<file path="config.mk">
export PLATFORM = sky130hd
export DESIGN_NAME = fetch_unit
export DESIGN_NICKNAME = d
export VERILOG_FILES = /design/src/rtl/fetch_unit_pkg.sv /design/src/rtl/fetch_unit_fifo.sv /design/src/rtl/fetch_unit.sv
export SDC_FILE = /design/constraint.sdc
export NUM_CORES = 1
export LEC_CHECK = 0
export ABC_AREA = 1
export CAP_MARGIN = 10
export CORE_ASPECT_RATIO = 2
export CORE_UTILIZATION = 55
export DETAILED_ROUTE_END_ITERATION = 12
export GPL_TIMING_DRIVEN = 1
export MAX_ROUTING_LAYER = met4
export PLACE_DENSITY = 0.83
export SLEW_MARGIN = 40
export SYNTH_ARGS = -nofsm -noshare
export SYNTH_HDL_FRONTEND = slang
export SYNTH_SLANG_ARGS = --single-unit
</file>
<file path="constraint.sdc">
create_clock -name clk -period 3.4 [get_ports clk]
set_input_delay 0.85 -clock clk [delete_from_list [all_inputs] [get_ports clk]]
set_output_delay 0.85 -clock clk [all_outputs]
set_load 0.005 [all_outputs]
</file>
<file path="src/rtl/fetch_unit_pkg.sv">
// ---------------------------------------------------------------------------
// fetch_unit_pkg
// Shared front-end definitions: datapath width, the default reset PC,
// the instruction size used for sequential fetch, and the ALU / PC-mode
// encodings shared with the execute stage.
// ---------------------------------------------------------------------------
package fetch_unit_pkg;

  // Instruction, address and PC width.
  localparam int DEF_WORD_BITS = 32;

  // First PC fetched after reset (must be word aligned).
  localparam logic [DEF_WORD_BITS-1:0] DEF_RESET_PC = 32'h0000_0000;

  // Bytes per instruction; sequential fetch advances the PC by this amount.
  localparam int INSTR_BYTES = 4;

  // Source of the next PC as seen by execute.
  typedef enum logic [1:0] {
    PC_MODE_SEQ,
    PC_MODE_BRANCH,
    PC_MODE_JAL,
    PC_MODE_JALR
  } pc_mode_e;

  // ALU operation encodings used by decode/execute.
  typedef enum logic [3:0] {
    ALU_ADD,
    ALU_SUB,
    ALU_AND,
    ALU_OR,
    ALU_XOR,
    ALU_SLL,
    ALU_SRL,
    ALU_SRA,
    ALU_SLT,
    ALU_SLTU
  } alu_op_e;

endpackage

</file>
<file path="src/rtl/fetch_unit_fifo.sv">
// ---------------------------------------------------------------------------
// fetch_fifo
// Small instruction buffer between the memory response path and decode.
// Ports:
//   clk, reset       - clock and synchronous active-high reset
//   clear            - synchronous flush (pointers and count to zero)
//   push, push_data  - write one entry at the tail
//   pop              - drop the head entry (caller guarantees non-empty)
//   head_data        - current head entry, driven from storage flops
//   count            - occupancy, 0..DEPTH
// Push and pop may happen in the same cycle; the caller guarantees that a
// push into a full FIFO only happens together with a pop.
// ---------------------------------------------------------------------------
module fetch_fifo #(
  parameter  int DEPTH = 2,
  parameter  int WIDTH = 64,
  localparam int CNT_W = $clog2(DEPTH + 1),
  localparam int PTR_W = $clog2(DEPTH)
) (
  input  logic             clk,
  input  logic             reset,
  input  logic             clear,
  input  logic             push,
  input  logic [WIDTH-1:0] push_data,
  input  logic             pop,
  output logic [WIDTH-1:0] head_data,
  output logic [CNT_W-1:0] count
);

  logic [WIDTH-1:0] mem_q [DEPTH];
  logic [WIDTH-1:0] mem_d [DEPTH];
  logic [PTR_W-1:0] wr_ptr_q, wr_ptr_d;
  logic [PTR_W-1:0] rd_ptr_q, rd_ptr_d;
  logic [CNT_W-1:0] count_q, count_d;

  // Next-state for storage, pointers and occupancy. DEPTH is a power of two,
  // so the pointers wrap naturally.
  always_comb begin
    mem_d    = mem_q;
    wr_ptr_d = wr_ptr_q;
    rd_ptr_d = rd_ptr_q;
    count_d  = count_q;
    if (clear) begin
      wr_ptr_d = '0;
      rd_ptr_d = '0;
      count_d  = '0;
    end else begin
      if (push) begin
        mem_d[wr_ptr_q] = push_data;
        wr_ptr_d        = wr_ptr_q + PTR_W'(1);
      end
      if (pop) begin
        rd_ptr_d = rd_ptr_q + PTR_W'(1);
      end
      case ({push, pop})
        2'b10:   count_d = count_q + CNT_W'(1);
        2'b01:   count_d = count_q - CNT_W'(1);
        default: count_d = count_q;
      endcase
    end
  end

  // Storage is zeroed on reset so the head reads as zero before any fill.
  always_ff @(posedge clk) begin
    if (reset) begin
      for (int i = 0; i < DEPTH; i++) begin
        mem_q[i] <= '0;
      end
      wr_ptr_q <= '0;
      rd_ptr_q <= '0;
      count_q  <= '0;
    end else begin
      for (int i = 0; i < DEPTH; i++) begin
        mem_q[i] <= mem_d[i];
      end
      wr_ptr_q <= wr_ptr_d;
      rd_ptr_q <= rd_ptr_d;
      count_q  <= count_d;
    end
  end

  assign head_data = mem_q[rd_ptr_q];
  assign count     = count_q;

endmodule

</file>
<file path="src/rtl/fetch_unit.sv">
// ---------------------------------------------------------------------------
// fetch_unit
// Instruction fetch stage feeding the decoder. Issues in-order word fetches,
// buffers returned words with their PCs, and restarts at a new PC on redirect.
// Ports:
//   clk, reset                          - clock, synchronous active-high reset
//   imem_req_valid/ready, imem_req_addr - request channel to instruction memory
//   imem_resp_valid, imem_resp_data     - in-order responses, never stalled
//   redirect_valid, redirect_pc         - flush and restart from redirect_pc
//   instr_valid/ready, instr, instr_pc  - instruction stream to decode
// ---------------------------------------------------------------------------
module fetch_unit
  import fetch_unit_pkg::*;
#(
  parameter int                   WORD_BITS  = DEF_WORD_BITS,
  parameter int                   FIFO_DEPTH = 2,
  parameter logic [WORD_BITS-1:0] RESET_PC   = DEF_RESET_PC
) (
  input  logic                 clk,
  input  logic                 reset,
  output logic                 imem_req_valid,
  input  logic                 imem_req_ready,
  output logic [WORD_BITS-1:0] imem_req_addr,
  input  logic                 imem_resp_valid,
  input  logic [WORD_BITS-1:0] imem_resp_data,
  input  logic                 redirect_valid,
  input  logic [WORD_BITS-1:0] redirect_pc,
  output logic                 instr_valid,
  input  logic                 instr_ready,
  output logic [WORD_BITS-1:0] instr,
  output logic [WORD_BITS-1:0] instr_pc
);

  localparam int CNT_W = $clog2(FIFO_DEPTH + 1);

  logic [WORD_BITS-1:0] fetch_pc_q, fetch_pc_d;
  logic [WORD_BITS-1:0] resp_pc_q, resp_pc_d;
  logic [CNT_W-1:0]     outstanding_q, outstanding_d;
  logic [CNT_W-1:0]     drop_cnt_q, drop_cnt_d;

  logic [CNT_W-1:0]       fifo_count;
  logic [2*WORD_BITS-1:0] fifo_head;
  logic                   fifo_push;
  logic                   fifo_pop;
  logic [CNT_W:0]         credits_used;
  logic                   req_fire;
  logic                   resp_ok;
  logic [WORD_BITS-1:0]   redirect_aligned;

  assign redirect_aligned = redirect_pc & ~WORD_BITS'(3);

  // In-flight plus buffered entries never exceed FIFO_DEPTH, which is what
  // lets responses be accepted unconditionally.
  assign credits_used   = {1'b0, outstanding_q} + {1'b0, fifo_count};
  assign imem_req_valid = !reset && !redirect_valid
                          && (credits_used < (CNT_W + 1)'(FIFO_DEPTH));
  assign imem_req_addr  = fetch_pc_q;
  assign req_fire       = imem_req_valid && imem_req_ready;

  // A response with nothing outstanding is a protocol error and is ignored.
  assign resp_ok = imem_resp_valid && (outstanding_q != '0);

  assign fifo_push = resp_ok && (drop_cnt_q == '0) && !redirect_valid;
  assign fifo_pop  = instr_valid && instr_ready && !redirect_valid;

  // PC, credit and drop bookkeeping. On redirect every request still in
  // flight after this cycle belongs to the old stream and must be dropped.
  always_comb begin
    fetch_pc_d    = fetch_pc_q;
    resp_pc_d     = resp_pc_q;
    outstanding_d = outstanding_q;
    drop_cnt_d    = drop_cnt_q;

    case ({req_fire, resp_ok})
      2'b10:   outstanding_d = outstanding_q + CNT_W'(1);
      2'b01:   outstanding_d = outstanding_q - CNT_W'(1);
      default: outstanding_d = outstanding_q;
    endcase

    if (redirect_valid) begin
      fetch_pc_d = redirect_aligned;
      resp_pc_d  = redirect_aligned;
      drop_cnt_d = outstanding_d;
    end else begin
      if (req_fire) begin
        fetch_pc_d = fetch_pc_q + WORD_BITS'(INSTR_BYTES);
      end
      if (resp_ok && (drop_cnt_q != '0)) begin
        drop_cnt_d = drop_cnt_q - CNT_W'(1);
      end
      if (fifo_push) begin
        resp_pc_d = resp_pc_q + WORD_BITS'(INSTR_BYTES);
      end
    end
  end

  always_ff @(posedge clk) begin
    if (reset) begin
      fetch_pc_q    <= RESET_PC;
      resp_pc_q     <= RESET_PC;
      outstanding_q <= '0;
      drop_cnt_q    <= '0;
    end else begin
      fetch_pc_q    <= fetch_pc_d;
      resp_pc_q     <= resp_pc_d;
      outstanding_q <= outstanding_d;
      drop_cnt_q    <= drop_cnt_d;
    end
  end

  fetch_fifo #(
    .DEPTH (FIFO_DEPTH),
    .WIDTH (2 * WORD_BITS)
  ) u_fifo (
    .clk       (clk),
    .reset     (reset),
    .clear     (redirect_valid),
    .push      (fifo_push),
    .push_data ({resp_pc_q, imem_resp_data}),
    .pop       (fifo_pop),
    .head_data (fifo_head),
    .count     (fifo_count)
  );

  assign instr_valid = (fifo_count != '0);
  assign instr_pc    = fifo_head[2*WORD_BITS-1:WORD_BITS];
  assign instr       = fifo_head[WORD_BITS-1:0];

  a_no_orphan_resp : assert property (
    @(posedge clk) disable iff (reset) imem_resp_valid |-> (outstanding_q != '0)
  );

endmodule
</file>
==> results.sh, run 1 <==
export IMPL_status="complete, no violations"
export IMPL_drt_total_wl_um=27500
export IMPL_dpl_hpwl_um=19400
export IMPL_clk_latency_ps=440
export IMPL_ys_flop_type="dfxtp_1"
export IMPL_critical_path_top_delay_family="buffers and inverters"
export IMPL_critPathCapture="imem_req_valid"
export IMPL_path_depth=5
export IMPL_path_buf_inv=3
export IMPL_cts_root_buffer="clkbuf_16"
export IMPL_finalWeightedCongestion=0.952
export IMPL_synth_cells=1472
export IMPL_grt_usage_pct=32.0
export IMPL_grt_antenna_before_repair=0
export IMPL_cts_sinks=192
export IMPL_die_w_um=95.4
export IMPL_yosys_warnings=0
export IMPL_slowest_delay_ps=580
export IMPL_pwr_share_comb_pct=15.0
export IMPL_drt_initial_drc_count=491
export IMPL_synth_compound_area_share_pct=17.2
export IMPL_r2r_cells=12
export IMPL_synth_xor_area_share_pct=1.64
export IMPL_dr_pass1_iters=6
export IMPL_row_count=68
export IMPL_synthSimpleGateAreaFrac_pct=30.7
export IMPL_portBuffers=161
export IMPL_crit_chain="clkdlybuf4s50_1 > nor2_1 > inv_1 > nor3_1 > clkdlybuf4s50_1"
export IMPL_drc=0
export IMPL_cp_max_fo=2
export IMPL_start_util_pct=55.8
export IMPL_seq_area_frac_synth_pct=40.1
export IMPL_async_reset_ff_share_pct=0
export IMPL_synth_edff_count=0
export IMPL_ir_drop_uv=368
export IMPL_ys_seq_elements=192
export IMPL_setup_tns_final_ps=0
export IMPL_core_um2=17200
export IMPL_fmax_mhz=313
export IMPL_cts_resized=0
export IMPL_finalHoldViolCount=0
export IMPL_rr_endpoint="drop_cnt_q[1]$_SDFFE_PP0P_"
export IMPL_multi_input_area_um2=4840
export IMPL_cts_inserted_buffers=17
export IMPL_critical_path_class="input pin to primary output"
export IMPL_ys_types=35
export IMPL_worstPathArrival_ps=2340
export IMPL_endpoint_kind="primary output"
export IMPL_cts_setup_buffers=0
export IMPL_seq_area_um2=3840
export IMPL_area_growth_pct=23.3
export IMPL_cp_required_ps=2550
export IMPL_syn_area_um2=9590
export IMPL_slew_viol_final=0
export IMPL_crit_path_start="redirect_valid"
export IMPL_drt_wirelength_per_cell_um=15.1
export IMPL_total_power_mw=5.15
export IMPL_worstReg2RegStart="outstanding_q[0]$_SDFF_PP0_"
export IMPL_fin_crit_sh_pct=93.9
export IMPL_power_leakage_nw=5.06
export IMPL_pin_count=168
export IMPL_grt_first_pass_wirelength_um=43500
export IMPL_grt_max_degree=90
export IMPL_slew_limit_headroom_pct=58.7
export IMPL_drv_cap=0
export IMPL_cts_buffer_depth=2
export IMPL_hold_buffers=0
export IMPL_ant_nets=0
export IMPL_fill_cells=1564
export IMPL_clkPwrFrac_pct=37.0
export IMPL_final_layout_size_suffix_gt1_share_pct=5.53
export IMPL_dieArea_um2=18000
export IMPL_synth_top_family_by_area="simple AND/OR/NAND/NOR gates"
export IMPL_cp_start_kind="input pin"
export IMPL_path_clk_slew_ps=70
export IMPL_finalNetCount=1672
export IMPL_synthAdderAreaFrac_pct=0.861
export IMPL_htree_levels=4
export IMPL_avgSynthCellArea_um2=6.52
export IMPL_p_seq_share_pct=48.0
export IMPL_period_minus_slack_ps=3190
export IMPL_p_sw_mw=1.41
export IMPL_muxShareOfSynthArea_pct=0
export IMPL_reg2reg_slack_ps=910
export IMPL_cts_tree="yes"
export IMPL_p_int_mw=3.74
export IMPL_via_count=9831
export IMPL_worst_slew_pin_slew_ps=619
export IMPL_hold_path_class="flop to flop"
export IMPL_finalSetupViolCount=0
export IMPL_swShare_pct=27.4
export IMPL_die_h_um=189
export IMPL_powerDensity_nw_per_um2=435
export IMPL_first_global_vias=9164
export IMPL_viasPerCell=5.40
export IMPL_clock_skew_ps=12.6
export IMPL_overflow=0
export IMPL_crit_top_cell="clkdlybuf4s50_1"
export IMPL_grt_setup_unrepaired="no"
export IMPL_slowest_stage="clkdlybuf4s50_1"
export IMPL_antennaDiodeCount=0
[power by group through the flow]
stage	sequential, mW	clock, mW	combinational [mW]
after global placement	2.52	0	0.756
after CTS	2.47	1.93	0.773
after detailed placement	2.52	0	0.769
after floorplan	2.50	0	0.420
final	2.47	1.90	0.770
after global routing	2.49	2.02	0.855
[state kept, by name, indices dropped and copies added (netlist names)]
name,flops
outstanding_q,2
resp_pc_q,30
drop_cnt_q,2
imem_req_addr,30
u_fifo.wr_ptr_q,1
u_fifo.count,2
u_fifo.mem_q,124
u_fifo.rd_ptr_q,1
[metal layers]
layer | share of wire (%) | wire, um | track usage, % | up-vias
met5 | 0 | 0 | - | -
met4 | 7.0 | 1920 | 21.1 | 0
met3 | 5.4 | 1480 | 5.04 | 105
met2 | 51 | 13900 | 54.7 | 361
met1 | 37 | 10200 | 32.7 | 4444
li1 | - | - | - | 4921
[synthesized netlist by cell type, types with 5 or more instances]
| library cell | count | share of area [%] |
|---|---|---|
| nand3_1 | 65 | 3.4 |
| clkbuf_1 | 38 | 1.5 |
| a21oi_1 | 98 | 5.1 |
| nor2_2 | 6 | 0.39 |
| inv_1 | 121 | 4.7 |
| xor2_1 | 15 | 1.4 |
| nor2_1 | 220 | 8.6 |
| nand2_1 | 433 | 17 |
| buf_2 | 17 | 0.89 |
| dfxtp_1 | 192 | 40 |
| buf_4 | 9 | 0.70 |
| a31oi_1 | 12 | 0.78 |
| o21ai_1 | 113 | 5.9 |
| ha_1 | 5 | 0.65 |
| buf_6 | 12 | 1.4 |
| a21oi_2 | 17 | 1.6 |
| nand4_1 | 5 | 0.33 |
| o21ai_0 | 63 | 3.3 |
| inv_2 | 7 | 0.27 |
[cells in the final DEF (no fill, tap or decap), types with 4 or more instances in the layout]
cell,netlist,final
buf_4,9,11
clkdlybuf4s50_1,0,161
xor2_1,15,15
nand2_1,433,433
o21ai_1,113,113
inv_2,7,7
clkbuf_16,0,17
a21oi_2,17,17
ha_1,5,5
nand3_1,65,65
nor2_2,6,6
a21oi_1,98,98
nand4_1,5,5
clkinv_4,0,4
inv_1,121,120
nor2_1,220,220
a31oi_1,12,12
buf_12,0,7
dfxtp_1,192,191
conb_1,1,4
o21ai_0,63,63
[logic make-up after synthesis]
group / after synthesis
AOI/OAI and AO/OA: 310
xor gates and xnor gates: 18
other: 1
and+or+nand+nor: 739
adders and majority gates: 6
DFF: 192
buffers and inverters: 206
[worst reg2reg max path, delay by kind of cell, from the launching register on]
family | cells | cell delay, ps
DFF | 1 | 420
AOI/OAI and AO/OA | 4 | 460
and+or+nand+nor | 5 | 670
adders and majority gates | 2 | 790
buffers and inverters | 1 | 60
[worst min path at each step]
| stage | startpoint | endpoint | slack, ps | depth (start not counted) |
|---|---|---|---|---|
| 3_3_place_gp | u_fifo.mem_q[35]$_SDFFE_PP0P_ | u_fifo.mem_q[35]$_SDFFE_PP0P_ | 480 | 2 |
| 2_1_floorplan | u_fifo.mem_q[19]$_SDFFE_PP0P_ | u_fifo.mem_q[19]$_SDFFE_PP0P_ | 460 | 2 |
| 3_5_place_dp | u_fifo.mem_q[81]$_SDFFE_PP0P_ | u_fifo.mem_q[81]$_SDFFE_PP0P_ | 480 | 2 |
| 6_report | u_fifo.mem_q[2]$_SDFFE_PP0P_ | u_fifo.mem_q[2]$_SDFFE_PP0P_ | 500 | 2 |
| 4_1_cts | u_fifo.mem_q[81]$_SDFFE_PP0P_ | u_fifo.mem_q[81]$_SDFFE_PP0P_ | 500 | 2 |
| 5_1_grt | u_fifo.mem_q[66]$_SDFFE_PP0P_ | u_fifo.mem_q[66]$_SDFFE_PP0P_ | 530 | 2 |
[layout make-up]
type | instances | area share [%]
multi-input combinational | 1077 | 41.0
sequential | 192 | 32.5
timing repair buffer | 179 | 15.5
inverter | 129 | 4.11
clock buffer | 22 | 4.01
tap | 210 | 2.22
clock inverter | 10 | 0.677
[per-stage QoR]
stage               hold slack, ps  util (%)  worst slack (ps)  area [um^2]  instances
finish                         503      68.8               207        11800       1819
global route                   528      68.8               124        11800       1819
CTS                            503      68.8               194        11800       1819
detailed placement             484      65.6               195        11300       1787
global placement               477      65.6               259        11300       1787
floorplan                      461         -              1080         9600       1475
No activity file was read; power rests on OpenSTA's default activity.
==> inputs of run 2 (changes only) <==
--- a/config.mk
+++ b/config.mk
@@ -13,6 +13,7 @@
 export GPL_TIMING_DRIVEN = 1
 export MAX_ROUTING_LAYER = met4
 export PLACE_DENSITY = 0.83
+export RECOVER_POWER = 100
 export SLEW_MARGIN = 40
 export SYNTH_ARGS = -nofsm -noshare
 export SYNTH_HDL_FRONTEND = slang
==> run 2 against run 1 <==
  * Clock-buffer cell count is the same
  * Combinational power down 6.4%
  * Largest cell class unchanged
  * Cell area down 0.70%
  * Clock power barely moved
  * Routed wire length down 0.18%
  * Utilization down 0.48 points
  * Non-clock buffer count stayed put
  * Critical path depth unchanged
  * Power down 1.1%
  * Via count rose by 0.14%
==> results.sh, run 2 (synthesis gave the netlist of run 1 again) <==
export IMPL_ant_nets=0
export IMPL_mostFrequentLayoutCell="nand2_1"
export IMPL_final_layout_size_suffix_gt1_share_pct=5.16
export IMPL_met2_length_um=13900
export IMPL_die_w_um=95.4
export IMPL_placedCellCount=1787
export IMPL_wl_met3_um=1480
export IMPL_finalNetCount=1672
export IMPL_drv_cap=0
export IMPL_start_util_pct=55.8
export IMPL_grt_max_degree=90
export IMPL_slew_viol_final=0
export IMPL_overflow=0
export IMPL_wl_met1_um=10200
export IMPL_cts_tree="yes"
export IMPL_clock_skew_ps=13.5
export IMPL_grt_setup_unrepaired="no"
export IMPL_p_seq_share_pct=48.5
export IMPL_power_leakage_nw=5.32
export IMPL_dr_max_layer_used="met4"
export IMPL_p_int_mw=3.70
export IMPL_p_sw_mw=1.39
export IMPL_fill_cells=1577
export IMPL_slowest_stage="dlygate4sd3_1"
export IMPL_drc=0
export IMPL_pin_count=168
export IMPL_via_count=9845
export IMPL_clkPwrFrac_pct=37.3
export IMPL_cp_max_fo=2
export IMPL_cts_buffer_depth=2
export IMPL_crit_chain="clkdlybuf4s50_1 > nor2_1 > inv_1 > nor3_1 > dlygate4sd3_1"
export IMPL_path_buf_inv=3
export IMPL_portBuffers=161
export IMPL_cp_start_kind="input pin"
export IMPL_period_minus_slack_ps=3250
export IMPL_worstPathArrival_ps=2400
export IMPL_mostFrequentLayoutCells="nand2_1, nor2_1, dfxtp_1"
export IMPL_hold_buffers=0
export IMPL_core_um2=17200
export IMPL_grt_first_pass_wirelength_um=43500
export IMPL_finalSetupViolCount=0
export IMPL_hold_path_class="flop to flop"
export IMPL_path_clk_slew_ps=70
export IMPL_critical_path_top_delay_family="buffers and inverters"
export IMPL_slew_limit_headroom_pct=41.2
export IMPL_drt_wirelength_per_cell_um=15.1
export IMPL_cp_required_ps=2550
export IMPL_cts_setup_buffers=0
export IMPL_place_area_um2=11300
export IMPL_die_h_um=189
export IMPL_finalWeightedCongestion=0.952
export IMPL_post_route_cell_area_um2=11700
export IMPL_slowest_delay_ps=640
export IMPL_grt_antenna_before_repair=0
export IMPL_fin_crit_sh_pct=95.7
export IMPL_ir_drop_uv=368
export IMPL_first_global_vias=9164
export IMPL_fin_cells=1819
export IMPL_dpl_hpwl_um=19400
export IMPL_cts_root_buffer="clkbuf_16"
export IMPL_cts_resized=0
export IMPL_dieArea_um2=18000
export IMPL_row_count=68
export IMPL_setup_tns_final_ps=0
export IMPL_cts_inserted_buffers=17
export IMPL_fmax_mhz=307
export IMPL_largest_reg_flops=124
export IMPL_finalHoldViolCount=0
export IMPL_critical_path_class="input pin to primary output"
export IMPL_swShare_pct=27.4
export IMPL_clk_latency_ps=430
export IMPL_endpoint_kind="primary output"
export IMPL_dr_pass1_iters=5
export IMPL_powerDensity_nw_per_um2=434
export IMPL_grt_usage_pct=32.0
export IMPL_status="complete, no violations"
export IMPL_drt_initial_drc_count=499
export IMPL_cts_sinks=192
export IMPL_antennaDiodeCount=0
export IMPL_worst_slew_pin_slew_ps=881
export IMPL_area_growth_pct=22.4
export IMPL_regMostFlops="u_fifo.mem_q"
export IMPL_pwr_share_comb_pct=14.2
export IMPL_drt_total_wl_um=27500
export IMPL_viasPerCell=5.41
export IMPL_htree_levels=4
run 2: cell count changes in the layout (fill, tap and decap cells not counted), moves of 4 or more:
cell | before | now
buf_4 | 11 | 5
o21ai_0 | 63 | 115
clkbuf_2 | 0 | 4
clkdlybuf4s50_1 | 161 | 68
o21ai_1 | 113 | 61
dlygate4sd3_1 | 0 | 93
buf_12 | 7 | 2
run 2: worst paths after layout:
path | startpoint | end | slack [ps] | cells after the start
worst max-delay path | redirect_valid | imem_req_valid | 150 | 5
worst min-delay path | u_fifo.mem_q[1]$_SDFFE_PP0P_ | u_fifo.mem_q[1]$_SDFFE_PP0P_ | 500 | 2
worst max register to register | outstanding_q[0]$_SDFF_PP0_ | drop_cnt_q[1]$_SDFFE_PP0P_ | 890 | 12
worst min register to register | u_fifo.mem_q[1]$_SDFFE_PP0P_ | u_fifo.mem_q[1]$_SDFFE_PP0P_ | 500 | 2
run 2: final cells by class:
| class | count | area [um^2] | area share, % |
|---|---|---|---|
| Inverter | 129 | 485 | 4.13 |
| Multi-Input combinational cell | 1077 | 4840 | 41.2 |
| Clock buffer | 22 | 474 | 4.04 |
| Clock inverter | 10 | 80.1 | 0.682 |
| Tap cell | 210 | 263 | 2.24 |
| Timing Repair Buffer | 179 | 1750 | 14.9 |
| Sequential cell | 192 | 3840 | 32.7 |
run 2: through the flow:
| step | total power, mW | hold slack, ps | util (%) | setup slack [ps] |
|---|---|---|---|---|
| final | 5.09 | 501 | 68.3 | 146 |
| after global routing | 5.31 | 528 | 68.3 | 83.1 |
| after CTS | 5.17 | 503 | 68.8 | 194 |
| after detailed placement | 3.29 | 484 | 65.6 | 195 |
| after global placement | 3.27 | 477 | 65.6 | 259 |
| after floorplan | 2.92 | 461 | - | 1080 |
run 2: routing by layer:
layer  vias to the layer above  track usage, %
li1                       4921               -
met4                         0            21.1
met3                       107            5.04
met5                         -               -
met1                      4455            32.7
met2                       362            54.7
run 2: power by group through the flow:
| stage | registers [mW] | logic [mW] | clock network, mW |
|---|---|---|---|
| detailed placement | 2.52 | 0.769 | 0 |
| CTS | 2.47 | 0.773 | 1.93 |
| global placement | 2.52 | 0.756 | 0 |
| global route | 2.48 | 0.807 | 2.02 |
| finish | 2.47 | 0.721 | 1.90 |
| floorplan | 2.50 | 0.420 | 0 |
run 2: worst min-delay path: stages, from the launching register on:
cell and delay, ps:
dfxtp_1 330, o21ai_1 70, nor2_1 70
==> inputs of run 3 (changes only) <==
--- a/config.mk
+++ b/config.mk
@@ -11,7 +11,6 @@
 export CORE_UTILIZATION = 55
 export DETAILED_ROUTE_END_ITERATION = 12
 export GPL_TIMING_DRIVEN = 1
-export MAX_ROUTING_LAYER = met4
 export PLACE_DENSITY = 0.83
 export RECOVER_POWER = 100
 export SLEW_MARGIN = 40
==> run 3 against run 2 <==
  * Register-to-register slack barely moved
  * Critical path depth did not move
  * Clock skew rose by 1.1 ps
  * Routed wire length barely moved
  * Power fell by 1.2%
  * First-iteration DRC count rose by 10%
  * Worst hold slack got worse by 2.6 ps
  * Fmax rose by 3.0%
  * Non-clock buffer count fell by 2
  * Critical path type unchanged
  * Largest cell class unchanged
  * Highest routed layer unchanged
==> results.sh, run 3 (synthesis gave the netlist of run 1 again) <==
export IMPL_status="complete, no violations"
export IMPL_mostFrequentLayoutCell="nand2_1"
export IMPL_overflow=0
export IMPL_die_w_um=95.4
export IMPL_dr_pass1_iters=5
export IMPL_worst_slew_pin_slew_ps=765
export IMPL_period_minus_slack_ps=3160
export IMPL_hold_path_class="flop to flop"
export IMPL_regMostFlops="u_fifo.mem_q"
export IMPL_via_count=9941
export IMPL_dpl_hpwl_um=19100
export IMPL_fin_cells=1816
export IMPL_cts_root_buffer="clkbuf_16"
export IMPL_cp_max_fo=2
export IMPL_finalHoldViolCount=0
export IMPL_finalSetupViolCount=0
export IMPL_grt_usage_pct=30.8
export IMPL_drv_cap=0
export IMPL_drc=0
export IMPL_dieArea_um2=18000
export IMPL_grt_first_pass_wirelength_um=43500
export IMPL_slew_viol_final=0
export IMPL_hold_depth=2
export IMPL_viasPerCell=5.47
export IMPL_clk_latency_ps=430
export IMPL_row_count=68
export IMPL_fill_cells=1584
export IMPL_reg2reg_slack_ps=880
export IMPL_hold_path_startpoint="u_fifo.mem_q[9]$_SDFFE_PP0P_"
export IMPL_antennaDiodeCount=0
export IMPL_path_clk_slew_ps=70
export IMPL_die_h_um=189
export IMPL_critical_path_class="input pin to primary output"
export IMPL_worstPathArrival_ps=2310
export IMPL_slew_limit_headroom_pct=49.0
export IMPL_mostFrequentLayoutCells="nand2_1, nor2_1, dfxtp_1"
export IMPL_fin_crit_sh_pct=92.9
export IMPL_setup_tns_final_ps=0
export IMPL_cts_inserted_buffers=17
export IMPL_hold_buffers=0
export IMPL_area_growth_pct=22.0
export IMPL_start_util_pct=55.8
export IMPL_pin_count=168
export IMPL_final_layout_size_suffix_gt1_share_pct=4.92
export IMPL_multi_input_area_um2=4820
export IMPL_largest_reg_flops=124
export IMPL_seq_area_um2=3840
export IMPL_fin_hold_ws_ps=499
export IMPL_first_global_vias=9233
export IMPL_finalNetCount=1670
export IMPL_cp_start_kind="input pin"
export IMPL_drt_wirelength_per_cell_um=15.1
export IMPL_powerDensity_nw_per_um2=430
export IMPL_hold_end="u_fifo.mem_q[9]$_SDFFE_PP0P_"
export IMPL_fmax_mhz=317
export IMPL_cts_setup_buffers=0
export IMPL_cts_buffer_depth=2
export IMPL_finalWeightedCongestion=0.998
export IMPL_drt_initial_drc_count=551
export IMPL_placedCellCount=1785
export IMPL_portBuffers=161
export IMPL_endpoint_kind="primary output"
export IMPL_rr_endpoint="imem_req_addr[15]$_SDFFE_PP0P_"
export IMPL_cts_tree="yes"
export IMPL_core_um2=17200
export IMPL_cp_required_ps=2550
export IMPL_clock_skew_ps=14.5
export IMPL_grt_antenna_before_repair=0
export IMPL_worstReg2RegStart="outstanding_q[0]$_SDFF_PP0_"
export IMPL_cts_resized=0
export IMPL_grt_max_degree=83
export IMPL_cts_sinks=192
export IMPL_r2r_cells=9
export IMPL_drt_total_wl_um=27500
export IMPL_ant_nets=0
export IMPL_power_leakage_nw=5.30
export IMPL_htree_levels=4
export IMPL_ir_drop_uv=297
export IMPL_grt_setup_unrepaired="no"
-- run 3: changes by cell type in the layout (fill, tap and decap cells not counted), sizes merged --
| cell | delta |
|---|---|
| buf | +2 |
| clkinv | -1 |
| clkbuf | -6 |
| clkdlybuf4s50 | +2 |
| clkinvlp | +1 |
| dlygate4sd3 | -2 |
| inv | +1 |
-- run 3: worst max-delay path by stage --
| stage | start | endpoint | slack, ps |
|---|---|---|---|
| 2_1_floorplan | redirect_valid | imem_req_valid | 1080 |
| 3_3_place_gp | redirect_valid | imem_req_valid | 260 |
| 3_5_place_dp | redirect_valid | imem_req_valid | 260 |
| 4_1_cts | redirect_valid | imem_req_valid | 250 |
| 5_1_grt | redirect_valid | u_fifo.mem_q[79]$_SDFFE_PP0P_ | 110 |
| 6_report | redirect_valid | imem_req_valid | 240 |
-- run 3: per-layer routing --
layer	share of wire (%)	global-route usage, %	vias to the layer above
met5	0	0	-
met4	5.9	20.3	0
met3	5.1	4.12	108
met2	52	54.0	383
met1	38	33.4	4545
li1	-	-	4905
-- run 3: worst max-delay path: stages --
cell and delay [ps]:
clkdlybuf4s50_1 420, nor2_1 260, inv_1 70, nor3_1 120
dlygate4sd3_1 590
-- run 3: report_power, final --
group	total [mW]	switching (mW)	internal [mW]
Sequential	2.47	0.102	2.37
Clock	1.84	0.884	0.958
Combinational	0.720	0.398	0.322
-- run 3: layout make-up --
type,count,area share [%]
multi-input combinational,1077,41.2
tap,210,2.25
clock buffer,20,3.82
sequential,192,32.8
timing repair buffer,177,15.0
clock inverter,11,0.706
inverter,129,4.15
-- run 3: per-stage QoR --
stage / power [mW] / area [um^2] / utilization [%] / setup WS, ps
2_1_floorplan: 2.92 / 9600 / - / 1080
3_3_place_gp: 3.27 / 11300 / 65.5 / 257
3_5_place_dp: 3.28 / 11300 / 65.5 / 257
4_1_cts: 5.10 / 11800 / 68.6 / 254
5_1_grt: 5.23 / 11700 / 68.1 / 111
6_report: 5.03 / 11700 / 68.1 / 241
